[config.mk]
export PLATFORM = sky130hd
export DESIGN_NAME = store_write_buffer
export DESIGN_NICKNAME = d
export VERILOG_FILES = /design/src/rtl/store_write_buffer_pkg.sv /design/src/rtl/store_align.sv /design/src/rtl/store_write_buffer.sv
export SDC_FILE = /design/constraint.sdc
export NUM_CORES = 1
export LEC_CHECK = 0
export CORE_ASPECT_RATIO = 0.9
export CORE_MARGIN = 2
export CORE_UTILIZATION = 45
export CTS_CLUSTER_DIAMETER = 120
export DETAILED_ROUTE_END_ITERATION = 6
export PLACE_DENSITY = 0.69
export SYNTH_ARGS = -nofsm -noshare
export SYNTH_HDL_FRONTEND = slang
export SYNTH_HIERARCHICAL = 1
export SYNTH_SLANG_ARGS = --single-unit
[constraint.sdc]
create_clock -name clock -period 8.3 [get_ports clock]
set_clock_uncertainty 0.05 [all_clocks]
set_input_delay 1.66 -clock clock [delete_from_list [all_inputs] [get_ports clock]]
set_output_delay 1.66 -clock clock [all_outputs]
set_load 0.03 [all_outputs]
[src/rtl/store_write_buffer_pkg.sv]
// Shared store-path types: funct3 store codes, lane geometry, and the aligned-write record.
package store_write_buffer_pkg;

  localparam int DATA_W = 32;
  localparam int BE_W   = 4;
  localparam int OFF_W  = 2;

  typedef enum logic [2:0] {
    FUNCT3_SB = 3'b000,
    FUNCT3_SH = 3'b001,
    FUNCT3_SW = 3'b010
  } st_funct3_e;

  typedef struct packed {
    logic [DATA_W-1:0] data;
    logic [BE_W-1:0]   be;
  } wr_lane_t;

  function automatic logic [BE_W-1:0] byte_be(input logic [OFF_W-1:0] off);
    return BE_W'(1) << off;
  endfunction

endpackage

[src/rtl/store_align.sv]
// Combinational store aligner: replicates byte/half data across lanes and builds the byte mask.
// Also flags SH/SW addresses that are not naturally aligned.
module store_align
  import store_write_buffer_pkg::*;
(
  input  logic [2:0]        i_funct3,
  input  logic [OFF_W-1:0]  i_offset,
  input  logic [DATA_W-1:0] i_data,
  output wr_lane_t          o_lane,
  output logic              o_valid_op,
  output logic              o_misalign
);

  always_comb begin
    o_lane     = '0;
    o_valid_op = 1'b0;
    o_misalign = 1'b0;
    case (i_funct3)
      FUNCT3_SB: begin
        o_lane.data = {4{i_data[7:0]}};
        o_lane.be   = byte_be(i_offset);
        o_valid_op  = 1'b1;
      end
      FUNCT3_SH: begin
        o_lane.data = {2{i_data[15:0]}};
        o_lane.be   = i_offset[1] ? 4'b1100 : 4'b0011;
        o_valid_op  = 1'b1;
        o_misalign  = i_offset[0];
      end
      FUNCT3_SW: begin
        o_lane.data = i_data;
        o_lane.be   = 4'b1111;
        o_valid_op  = 1'b1;
        o_misalign  = (i_offset != '0);
      end
      default: ;
    endcase
  end

endmodule

[src/rtl/store_write_buffer.sv]
// Store write buffer: aligns SB/SH/SW stores and queues them in a DEPTH-entry FIFO toward the D-cache.
// Optional STORE_MISALIGN_TRAP_EN drops misaligned SH/SW and pulses st_misalign one cycle later.
module store_write_buffer
  import store_write_buffer_pkg::*;
#(
  parameter int DEPTH  = 4,
  parameter int ADDR_W = 32
) (
  input  logic                       clock,
  input  logic                       reset,
  input  logic                       st_valid,
  output logic                       st_ready,
  input  logic [2:0]                 st_funct3,
  input  logic [ADDR_W-1:0]          st_addr,
  input  logic [DATA_W-1:0]          st_data,
  output logic                       st_misalign,
  output logic                       wr_valid,
  input  logic                       wr_ready,
  output logic [ADDR_W-1:0]          wr_addr,
  output logic [DATA_W-1:0]          wr_data,
  output logic [BE_W-1:0]            wr_be,
  output logic [$clog2(DEPTH+1)-1:0] count,
  output logic                       empty
);

  localparam int PTR_W = $clog2(DEPTH);
  localparam int CNT_W = $clog2(DEPTH+1);
  localparam logic [CNT_W-1:0] FULL_CNT = CNT_W'(DEPTH);

  wr_lane_t           w_lane;
  logic               w_valid_op;
  logic               w_misalign;
  logic               w_trap;
  logic               w_push;
  logic               w_pop;
  logic               w_enq;

  logic [PTR_W-1:0]   r_wr_ptr;
  logic [PTR_W-1:0]   r_rd_ptr;
  logic [CNT_W-1:0]   r_count;
  logic [ADDR_W-1:0]  r_addr [DEPTH];
  wr_lane_t           r_lane [DEPTH];

  store_align u_align (
    .i_funct3   (st_funct3),
    .i_offset   (st_addr[OFF_W-1:0]),
    .i_data     (st_data),
    .o_lane     (w_lane),
    .o_valid_op (w_valid_op),
    .o_misalign (w_misalign)
  );

`ifdef STORE_MISALIGN_TRAP_EN
  localparam bit TRAP_EN = 1'b1;
  logic r_misalign;

  always_ff @(posedge clock) begin
    if (!reset) r_misalign <= 1'b0;
    else        r_misalign <= w_push && w_misalign;
  end

  assign st_misalign = r_misalign;
`else
  localparam bit TRAP_EN = 1'b0;
  assign st_misalign = 1'b0;
`endif

  // Full blocks the push even when a pop happens in the same cycle.
  assign st_ready = (r_count != FULL_CNT);
  assign empty    = (r_count == '0);
  assign wr_valid = !empty;
  assign w_push   = st_valid && st_ready;
  assign w_pop    = wr_valid && wr_ready;
  assign w_trap   = TRAP_EN && w_misalign;
  assign w_enq    = w_push && w_valid_op && !w_trap;

  assign wr_addr  = wr_valid ? r_addr[r_rd_ptr]      : '0;
  assign wr_data  = wr_valid ? r_lane[r_rd_ptr].data : '0;
  assign wr_be    = wr_valid ? r_lane[r_rd_ptr].be   : '0;
  assign count    = r_count;

  always_ff @(posedge clock) begin
    if (!reset) begin
      r_wr_ptr <= '0;
      r_rd_ptr <= '0;
      r_count  <= '0;
      for (int i = 0; i < DEPTH; i++) begin
        r_addr[i] <= '0;
        r_lane[i] <= '0;
      end
    end else begin
      if (w_enq) begin
        r_addr[r_wr_ptr] <= {st_addr[ADDR_W-1:OFF_W], {OFF_W{1'b0}}};
        r_lane[r_wr_ptr] <= w_lane;
        r_wr_ptr         <= r_wr_ptr + PTR_W'(1);
      end
      if (w_pop) begin
        r_rd_ptr <= r_rd_ptr + PTR_W'(1);
      end
      case ({w_enq, w_pop})
        2'b10:   r_count <= r_count + CNT_W'(1);
        2'b01:   r_count <= r_count - CNT_W'(1);
        default: r_count <= r_count;
      endcase
    end
  end

endmodule

Word-level counts from Yosys, hierarchy flattened
Memories as Yosys holds them, arrays and structs flattened. A register that Yosys moved wholly into a read port is not among the register bits.
Index checks and enable logic that the tools add are counted.
{"block": "totals", "reg_bits": 7, "ram_bits": 264, "inputBits": 71, "out_inout_bits": 75, "elab_cells": 46, "mem_count": 2}
{"memory": "r_lane", "words": 4, "word_bits": 36, "read_ports": 1, "rd_ports_with_merged_regs": 1, "wr": 4, "line_no": "store_write_buffer.sv:42", "text": "wr_lane_t r_lane [DEPTH];"}
{"memory": "r_addr", "words": 4, "word_bits": 30, "read_ports": 1, "rd_ports_with_merged_regs": 1, "wr": 4, "line_no": "store_write_buffer.sv:41", "text": "logic [ADDR_W-1:0] r_addr [DEPTH];"}
{"block": "op_classes", "n_addsub": 4, "eq_ne": 5, "shift": 1, "n_mux": 21, "n_reduce_logical": 10}
{"operator": "36-bit case mux with 3 select lines", "count": 1}
{"operator": "32-bit 2-to-1 mux", "count": 2}
{"operator": "36-bit 2-to-1 mux", "count": 1}
{"operator": "36-bit OR reduction", "count": 1}
{"operator": "30-bit 2-to-1 mux", "count": 1}
{"operator": "30-bit OR reduction", "count": 1}
{"operator": "2-bit 2-to-1 mux", "count": 6}
{"operator": "4-bit 2-to-1 mux", "count": 2}
{"operator": "1-bit 2-to-1 mux", "count": 7}
{"operator": "3-bit logical NOT", "count": 2}
{"operator": "3-bit case mux with 2 select lines", "count": 1}
{"operator": "2-bit by 1-bit adder with 2-bit output (second input constant)", "count": 2}
{"operator": "1-bit by 2-bit left shift with 4-bit output (first input constant)", "count": 1}
{"operator": "3-bit by 1-bit adder with 3-bit output (second input constant)", "count": 1}
{"operator": "3-bit by 1-bit == test with 1-bit output (second input constant)", "count": 1}
{"operator": "3-bit by 2-bit == test with 1-bit output (second input constant)", "count": 1}
{"operator": "1-bit logical AND", "count": 3}
{"operator": "3-bit != test (second input constant)", "count": 1}
{"operator": "3-bit OR reduction", "count": 1}
{"operator": "3-bit by 1-bit subtractor with 3-bit output (second input constant)", "count": 1}
{"operator": "2-bit by 1-bit == test with 1-bit output (second input constant)", "count": 1}
{"operator": "2-bit == test (second input constant)", "count": 1}
{"operator": "2-bit nonzero test", "count": 1}
{"operator": "1-bit logical NOT", "count": 1}

Logic depth before layout (Yosys ltp)
{"block": "logic_depth", "ltp_word": 9, "ltp_mapped": 10, "ltp_nobuf": 9}

Modules after synthesis
Netlist, hierarchy kept.
{"mod": "store_write_buffer", "n_inst": 1, "cells_per_inst": 792, "area_each_um2": 12345.6, "seq_area_each_um2": 8107.8}
{"mod": "store_align", "n_inst": 1, "cells_per_inst": 101, "area_each_um2": 611.8, "seq_area_each_um2": 0.0}

Worst setup path after synthesis
OpenSTA, ideal clock, no wires.
{"block": "synth_path", "path_kind": "input to register", "start": "input port st_funct3[2]", "end": "memory r_addr[0][0] (netlist name), enable pin", "setup_ns": 0.588, "arrival_ns": 7.209, "required_ns": 7.662, "setup_slack_ns": 0.453, "cell_stages": 5, "path_buffers": 2, "path_cell_list": "buf_6 > a21oi_1 > buf_2 > nand3_1 > o31ai_1"}
{"element": "from (decl)", "line_no": "store_write_buffer.sv:13", "text": "input logic [2:0] st_funct3,"}
{"element": "to (decl)", "line_no": "store_write_buffer.sv:41"}

==> impl_metrics.yaml <==
global_routing:
  track_usage_pct: 19.50
  antenna_found_initial: 0
  grt_pass1_wl_mm: 45.12
  grt_overflow_total: 0
  grt_max_degree: 149
  grt_pass1_vias: 7825
clock_tree:
  insertion_delay_ns: 0.55
  clockBufferDepth: 3
  htree_levels: 1
  cts_hold_buf: 0
  clkTransAtPathRegs_ns: 0.06
  post_cts_buffers: 0
  cts-root-buf: "clkbuf_16"
  clkSinkCount: 273
  cts_tree: "done"
  cts_buffers: 28
  cts_resized: 0
die:
  die_area_mm2: 0.03014
  die_w_um: 182.8
  die_h_um: 164.9
  start_util_pct: 46.09
  pin_count: 146
  rows: 58
  core_mm2: 0.02808
worst_setup_path:
  reg2regPathDepth: 9
  startpoint_type: "flop"
  crit_required_ns: 6.59
  worstReg2RegStart: "count[0]"
  cp_max_fo: 41
  setup.worst_path.class: "reg -> out"
  rr_endpoint: "count[2]"
  rrSetupSlack_ns: 5.27
  arrival_ns: 3.48
  endpoint_kind: "output pin"
synthesis:
  syn_avg_cell_area_um2: 14.54
  syn-cell-area_mm2: 0.01294
  synth_warnings: 6
  syn_inst: 890
placed_design:
  dpl_cell_area_mm2: 0.01453
  gp_congestion: 0.8259
  dp_hpwl_mm: 16.81
  numPortBuffers: 142
  dp.cells: 1322
layout:
  nets: 1065
  final_area_mm2: 0.01544
  area_growth_pct: 19.32
  drive_above_1_share_pct: 14.22
  antenna_cells: 0
  stdcell_count: 1373
routing:
  ant_nets: 0
  drt_iter0_drc: 713
  viasPerCell: 5.583
  drt_pass1_iterations: 5
  wl_per_cell_um: 21.28
  num_vias: 7666
  drcViolationCount: 0
  postRouteWirelength_mm: 29.22
power:
  vdd_drop_max_uv: 200.1
  totalPowerFinal_mw: 3.962
  power_density_mw_per_mm2: 256.5
  p_leak_nw: 6.092
sta:
  fin_tns_setup_ns: 0
  fin_crit_sh_pct: 62.57
  relSlewSlack_pct: 25.43
  fmaxAchievable_mhz: 192.6
  hold_violations: 0
  whs_ns: 0.4335
  slew_viol_final: 0
  period_minus_slack_ns: 5.193
  setup_viol: 0
  grt_setup_unrepaired: "no"
  max_slew.worst_pin.slew_ns: 1.119
run:
  maxCapViolCount: 0
min_path:
  min_path_type: "reg -> reg"
  min_from: "r_rd_ptr[1]"
  holdPathStages: 2
outcome:
  status: "finished clean"
[flip-flops by register name, indices dropped and copies added, names as in the netlist, named ones only]
signal and count:
r_lane 144, count 3, r_addr 120, r_rd_ptr 2
r_wr_ptr 2
[per-layer routing]
| layer | global-route usage (%) | share of wire [%] | wire, µm |
|---|---|---|---|
| met5 | 0 | 0 | 0 |
| met4 | 5.018 | 1.7 | 508 |
| met3 | 2.271 | 4.3 | 1269 |
| met2 | 34.77 | 52 | 15170 |
| met1 | 25.65 | 42 | 12270 |
[layout make-up]
| type | instances | area (µm²) |
|---|---|---|
| timing repair buffer | 157 | 1534 |
| multi-input combinational | 524 | 4399 |
| inverter | 8 | 30.03 |
| clock inverter | 14 | 181.4 |
| clock buffer | 37 | 734.5 |
| fill | 2283 | 12640 |
| tap | 360 | 450.4 |
| sequential | 273 | 8115 |
[placed cells by master (no fill, tap or decap), types with 7 or more instances in the layout]
master             n
and2_1           141
clkdlybuf4s50_1  142
a21oi_1           30
o22ai_2           10
clkbuf_1           9
nor2b_1           12
dfxtp_1            7
clkbuf_16         28
inv_1              7
buf_4             15
and3_1           198
nand2_1           14
edfxtp_1         264
nor2_1            15
mux4_2            66
[critical path: stages, from the launching register on]
cell and delay (ns):
dfxtp_4 0.71, buf_4 0.78, mux4_2 0.66, and2_1 0.19, clkdlybuf4s50_1 0.58
[power breakdown]
group | leakage, nW | switching, mW | total (mW) | internal (mW)
logic | 2.83 | 0.593 | 1.05 | 0.457
registers | 2.82 | 0.0652 | 1.66 | 1.59
clock network | 0.446 | 0.510 | 1.26 | 0.746
[stage by stage]
step | setup slack [ns] | util, %
2_1_floorplan | 0.4531 | -
3_3_place_gp | 3.155 | 51.73
3_5_place_dp | 3.075 | 51.73
4_1_cts | 2.986 | 54.99
5_1_grt | 2.860 | 54.99
6_report | 3.107 | 54.99
[worst max path at each step]
stage | startpoint | end | slack [ns] | depth (start not counted)
2_1_floorplan | st_funct3[2] | r_addr[0][0] | 0.45 | 5
4_1_cts | flop | wr_be[1] | 2.99 | 4
3_5_place_dp | st_funct3[1] | r_lane[0][30] | 3.07 | 8
3_3_place_gp | st_funct3[1] | r_addr[1][4] | 3.15 | 8
6_report | flop | wr_be[1] | 3.11 | 4
5_1_grt | flop | wr_be[1] | 2.86 | 4
Note: power is estimated with default switching activity, not from simulation.
